## src/rtl/instr_fetch_unit.sv

```systemverilog
// rtl/instr_fetch_unit.sv - instruction fetch front-end: ROM initiator, valid/ready presenter, redirects, fault flag
module instr_fetch_unit #(
  parameter logic [31:0] RESET_PC = 32'h0000_0000,
  parameter int          ADDR_W   = 14
) (
  input  logic              clk,
  input  logic              rst_n,
  output logic [ADDR_W-1:0] rom_addr,
  input  logic [31:0]       rom_data,
  output logic              instr_valid,
  input  logic              instr_ready,
  output logic [31:0]       instr,
  output logic [31:0]       instr_pc,
  output logic              instr_err,
  input  logic              redirect_valid,
  input  logic [31:0]       redirect_pc,
  output logic [31:0]       fetch_count
);

  typedef enum logic [2:0] {
    S_ISSUE   = 3'd0,
    S_CAPTURE = 3'd1,
    S_PRESENT = 3'd2,
    S_FAULT   = 3'd3,
    S_HALT    = 3'd4
  } state_t;

  state_t      state_q, state_d;
  logic [31:0] pc_q, pc_d;
  logic [31:0] instr_q, instr_d;
  logic [31:0] instr_pc_q, instr_pc_d;
  logic        instr_valid_q, instr_valid_d;
  logic        instr_err_q, instr_err_d;
  logic [31:0] fetch_count_q, fetch_count_d;
  logic [31:0] pc_plus4;
  logic        handshake;

  assign pc_plus4    = pc_q + 32'd4;
  assign handshake   = instr_valid_q & instr_ready;

  assign instr_valid = instr_valid_q;
  assign instr       = instr_q;
  assign instr_pc    = instr_pc_q;
  assign instr_err   = instr_err_q;
  assign fetch_count = fetch_count_q;

  // Next-state, ROM address and presented-instruction logic; a redirect overrides everything but the accept count.
  always_comb begin
    state_d       = state_q;
    pc_d          = pc_q;
    instr_d       = instr_q;
    instr_pc_d    = instr_pc_q;
    instr_valid_d = instr_valid_q;
    instr_err_d   = instr_err_q;
    fetch_count_d = fetch_count_q;
    rom_addr      = pc_q[ADDR_W-1:0];

    case (state_q)
      S_ISSUE: begin
        state_d = S_CAPTURE;
      end
      S_CAPTURE: begin
        instr_d       = rom_data;
        instr_pc_d    = pc_q;
        instr_valid_d = 1'b1;
        state_d       = S_PRESENT;
      end
      S_PRESENT: begin
        // Issue the next address in the accept cycle so the ISSUE cycle is skipped.
        if (handshake) begin
          pc_d          = pc_plus4;
          rom_addr      = pc_plus4[ADDR_W-1:0];
          instr_valid_d = 1'b0;
          state_d       = S_CAPTURE;
        end
      end
      S_FAULT: begin
        if (handshake) begin
          instr_valid_d = 1'b0;
          instr_err_d   = 1'b0;
          state_d       = S_HALT;
        end
      end
      S_HALT: begin
        state_d = S_HALT;
      end
      default: begin
        state_d = S_ISSUE;
      end
    endcase

    // An instruction accepted in the same cycle as a redirect still counts.
    if (handshake) begin
      fetch_count_d = fetch_count_q + 32'd1;
    end

    if (redirect_valid) begin
      pc_d     = redirect_pc;
      rom_addr = redirect_pc[ADDR_W-1:0];
      if (redirect_pc[1:0] != 2'b00) begin
        // Misaligned target: present a fault record instead of fetching.
        state_d       = S_FAULT;
        instr_valid_d = 1'b1;
        instr_err_d   = 1'b1;
        instr_d       = 32'd0;
        instr_pc_d    = redirect_pc;
      end else begin
        state_d       = S_CAPTURE;
        instr_valid_d = 1'b0;
        instr_err_d   = 1'b0;
      end
    end
  end

  // State and output registers with asynchronous active-low reset.
  always_ff @(posedge clk or negedge rst_n) begin
    if (!rst_n) begin
      state_q       <= S_ISSUE;
      pc_q          <= RESET_PC;
      instr_q       <= 32'd0;
      instr_pc_q    <= 32'd0;
      instr_valid_q <= 1'b0;
      instr_err_q   <= 1'b0;
      fetch_count_q <= 32'd0;
    end else begin
      state_q       <= state_d;
      pc_q          <= pc_d;
      instr_q       <= instr_d;
      instr_pc_q    <= instr_pc_d;
      instr_valid_q <= instr_valid_d;
      instr_err_q   <= instr_err_d;
      fetch_count_q <= fetch_count_d;
    end
  end

endmodule

```

## config.mk

```make
export PLATFORM = sky130hd
export DESIGN_NAME = instr_fetch_unit
export DESIGN_NICKNAME = d
export VERILOG_FILES = /design/src/rtl/instr_fetch_unit.sv
export SDC_FILE = /design/constraint.sdc
export NUM_CORES = 1
export LEC_CHECK = 0
export BUFFER_PORTS_ARGS = -buffer_cell sky130_fd_sc_hd__buf_4
export CORE_MARGIN = 2
export CORE_UTILIZATION = 52
export CTS_BUF_LIST = sky130_fd_sc_hd__clkbuf_16
export CTS_CLUSTER_DIAMETER = 150
export DETAILED_ROUTE_END_ITERATION = 7
export PLACE_DENSITY_LB_ADDON = 0.2
export REMOVE_ABC_BUFFERS = 1
export SLEW_MARGIN = 20
export SYNTH_ARGS = -nofsm -noshare
export SYNTH_HDL_FRONTEND = slang
export SYNTH_SLANG_ARGS = --single-unit
```

## constraint.sdc

```tcl
create_clock -name clk -period 2.15 [get_ports clk]
set_input_delay 0.1075 -clock clk [delete_from_list [all_inputs] [get_ports clk]]
set_output_delay 0.1075 -clock clk [all_outputs]
set_load 0.02 [all_outputs]
```

==> results <==
- The starting utilization of the core area is approximately 53%.
- The achievable clock frequency is 447 MHz.
- Together, buffers and inverters on the worst path number 1.
- The number of distinct library cells after synthesis is 40.
- The number of iterations in the first detailed-routing pass is 5.
- On the worst path, the slowest cell contributes a delay of 0.58 ns.
- The startpoint of the worst setup timing path is pc_q[4].
- The cell area power density is 877 mW/mm^2.
- TritonCTS built the clock tree.
- The largest net degree at the start of global routing is between 60 and 70.
- The required time of the worst setup path is 2.04 ns.
- Of the total synthesized cell area, the portion taken by XOR and XNOR cells is 8.15%.
- The floorplan step set the die height to 113 um.
- Clock-pin slew was measured on the worst setup and hold paths at 0.05 ns.
- Setup repair after global routing could not meet its margin everywhere.
- The area of all sequential standard cells is about 0.0033 mm^2.
- The clock passes through at most 2 buffers.
- The final reports fail on setup timing.
- The initial antenna violation count was 0.
- The number of clock sinks is 133.
- Yosys printed 0 warnings.
- Summing all multi-input logic gate instances after layout gives between 0.002 and 0.003 mm^2.
- The critical path is of the flip-flop to output pin type.
- The DRC violation count after routing is 0.
- Of the available clock period, the critical path in the final layout requires 104%.
- The register-to-register path setup slack is 0.13 ns.
- The end-of-flow core utilization is 78.6%.
- The critical path runs through a total of 6 cells.
- The first global-routing pass estimated 28800 um of wire.
- In the routed layout, each cell is associated on average with a via count of 5.54.
- The layout has 741 filler cells.
- The number of global-route vias before repair came to 6031.
- The worst-case IR drop observed on VDD is 0.678 mV.
- The quantity of I/O buffers inserted on ports is 179.
- The shortest period the worst path allows is approximately 2.2 ns.
- The synthesized netlist devotes 10.5% of its cell area to compound gates.
- The worst-margin pin slew is 0.603 ns.
- The total count of hold-check failures in the final report came to 0.
- The number of setup violations in the final report is 4.
- The initial DRC count is 485.
- The total met2 wirelength after detailed routing is 8890 um.
- The post-synthesis simple-gate area fraction is 22.7%.
- In the synthesized netlist, the number of instances is 663.
- The hold path endpoint is fetch_count[2].
- In the post-route analysis, the smallest setup slack over all paths is -0.0851 ns.
- The half-perimeter wire length after detailed placement is 10500 um.
- The post-route clock skew is 0.00645 ns.
- The relative slew slack is 59.8%.
- The routed length per placed instance is 16.2 um.
- At the worst endpoint, the arrival time is around 2.1 ns.
- For this run, the register share of the synthesized area comes to between 50% and 60%.
- The run finished, with violations left.
- The total wire length is 17400 um.
- The total power is 0.00790 W.
- The mapped cell area is 0.00613 mm^2.
- The total met3 wirelength after detailed routing is 937 um.
- Measured in cells, the most critical reg-to-reg path has a length of 7.
- For this block, wires on met1 add up to 6900 um.
- Clock latency on the worst-skew pair, taken at its later pin, is between 0.4 and 0.5 ns.
- Routed signal wires occupy layers up through met4.
- The number of antenna diodes in the final layout is 0.
- The TritonCTS buffer count is 17.
- The highest net fanout along the worst path is 4.
- Synthesis inferred 133 register bits.
- In this run the critical register-to-register path is captured at instr_pc[5].
- The endpoint kind of the worst setup timing path is an output pin.
- Detailed routing inserted a total of ~6k vias.
- The share of synthesized area spent on multiplexers is 1.06%.
- The core region is 0.0115 mm^2.
- The number of placed instances, taps included, is 968.
- The layout net count is 989.
- The weighted congestion reported at the end of routability-driven placement is 0.865.
- The final instance area is 0.00901 mm^2.
- The cell at the slowest stage of the critical path is sky130_fd_sc_hd__or4_4.
- The synthesized-area fraction occupied by adder cells is 0.408%.
- The row count is 39.
- The CTS root buffer is sky130_fd_sc_hd__clkbuf_16.
- The detail route stage leaves a number of antenna-violating nets equal to 0.
- From synthesis to final layout, the design area changed by 47.0%.
- The mean area per synthesized cell is 9.24 um^2.
- Global routing used around 28% of the available tracks.
- The library cells used most frequently in the layout, excluding fill and tap cells, are sky130_fd_sc_hd__buf_4, sky130_fd_sc_hd__nand2_1, sky130_fd_sc_hd__dfrtp_1.
- The final max-slew violation count is 0.
- The start point of the worst hold path is instr_ready.
- The H-tree depth reported by CTS is 4.
- From left edge to right edge, the die measures 113 um.
- The post-route netlist has between 20% and 30% of its cells at a drive strength greater than 1.
- Counting instances, the worst hold path has a depth of 3.
- The top-level I/O count is 180.
- The launching element type of the critical path is a flip-flop.
- The most common library cell in the layout ignoring fill and taps is sky130_fd_sc_hd__buf_4.
- The total cell area at the placement stage is 0.00771 mm^2.
- Before CTS, the worst setup slack after placement is 0.188 ns.
- The total overflow reported by the global router is 0.
- The number of max-cap violations is 0.
- The reported leakage power is 4.27 nW.
- The die covers 0.0127 mm^2.
- The kind of cell adding the most delay to the critical path is simple AND/OR/NAND/NOR gates.
- The critical path goes through nand3_2 > or4_4 > nor3_4 > xnor2_1 > o21ai_1 > buf_4.
- The startpoint of the worst register-to-register path is state_q[0].
- After synthesis, the largest family of logic cells by area is simple AND/OR/NAND/NOR gates.
- The type of the tightest min-delay check is input port to flip-flop.
- Once layout is complete, the cells apart from fillers number 1072.
[cell families after synthesis]
group | after synthesis
and+or+nand+nor | 304
buffers and inverters | 45
DFF | 133
muxes | 6
adders and majority gates | 2
AOI/OAI and AO/OA | 116
xor gates and xnor gates | 57
[final cells by class]
type | count | share of cell area, %
flip-flops and latches | 133 | 37.0
multi-input cells | 485 | 29.8
repair buffers | 273 | 25.0
clock buffers | 17 | 4.72
well taps | 143 | 1.99
clock inverters | 12 | 1.11
inverters | 9 | 0.375
[power by group]
part / switching (W) / internal, W
clock: 0.000999 / 0.00164
combinational: 0.00120 / 0.000928
sequential: 0.000281 / 0.00285
total: 0.00248 / 0.00542
[worst reg2reg max path: stages, from the launching register on]
cell,delay [ns]
sky130_fd_sc_hd__dfrtp_2,0.36
sky130_fd_sc_hd__buf_4,0.14
sky130_fd_sc_hd__buf_12,0.12
sky130_fd_sc_hd__inv_1,0.08
sky130_fd_sc_hd__or3_2,0.68
sky130_fd_sc_hd__buf_4,0.28
sky130_fd_sc_hd__nand2_1,0.11
sky130_fd_sc_hd__a31oi_1,0.10
[how the worst max path moves through the flow]
stage,end,slack (ns)
after CTS,rom_addr[13],0.007
after global placement,rom_addr[13],0.21
final,rom_addr[13],-0.09
after global routing,rom_addr[13],-0.17
after detailed placement,instr_pc[4],0.19
after floorplan,instr_pc[10],-0.67
[per-layer routing]
metal	global-route usage, %	up-vias
met5	0	-
met4	12.8	0
met3	6.70	56
met2	48.0	248
met1	34.2	2871
li1	-	2759
[state kept, by name, summed over array words and instances (netlist names)]
signal       flops
instr_valid      1
instr_err        1
pc_q            32
instr_pc        32
fetch_count     32
instr           32
state_q          3
[Yosys cell counts (all sizes together)]
cell type  count  area (um^2)
a21oi         34          170
a22o           1         8.76
a22oi          1         7.51
a31o           1         8.76
a31oi         33          206
and2           3         18.8
and3          11         68.8
and4           3         26.3
buf            4         20.0
clkbuf        32          121
dfrtp        133         3330
ha             2         25.0
inv            9         33.8
mux2           4         45.0
mux2i          2         20.0
nand2        176          661
nand3         25          125
nand4         18          125
nand4b         1         23.8
nor2          45          171
nor2b          1         6.26
nor3           8         61.3
nor3b          1         7.51
nor4           3         33.8
o21ai         43          215
o31ai          2         15.0
o41ai          1         8.76
or2            1         6.26
or3            4         25.0
or4            4         33.8
xnor2         34          298
xor2          23          201
[repair_timing]
item,CTS,global route
pin swaps,3,1
gates resized for setup,9,6
setup endpoints to repair,6,9
endpoints found under the hold margin,145,0
hold buffers,64,0
setup buffers,9,2
[stage by stage]
| stage | hold WS [ns] | TNS [ns] |
|---|---|---|
| after CTS | 0.00131 | 0 |
| after global routing | 0.0185 | -1.14 |
| final | 0.0180 | -0.267 |
| after floorplan | -0.188 | -44.04 |
| after global placement | 0.0944 | 0 |
| after detailed placement | 0.0998 | 0 |
Power figures use the tool's default switching activity.
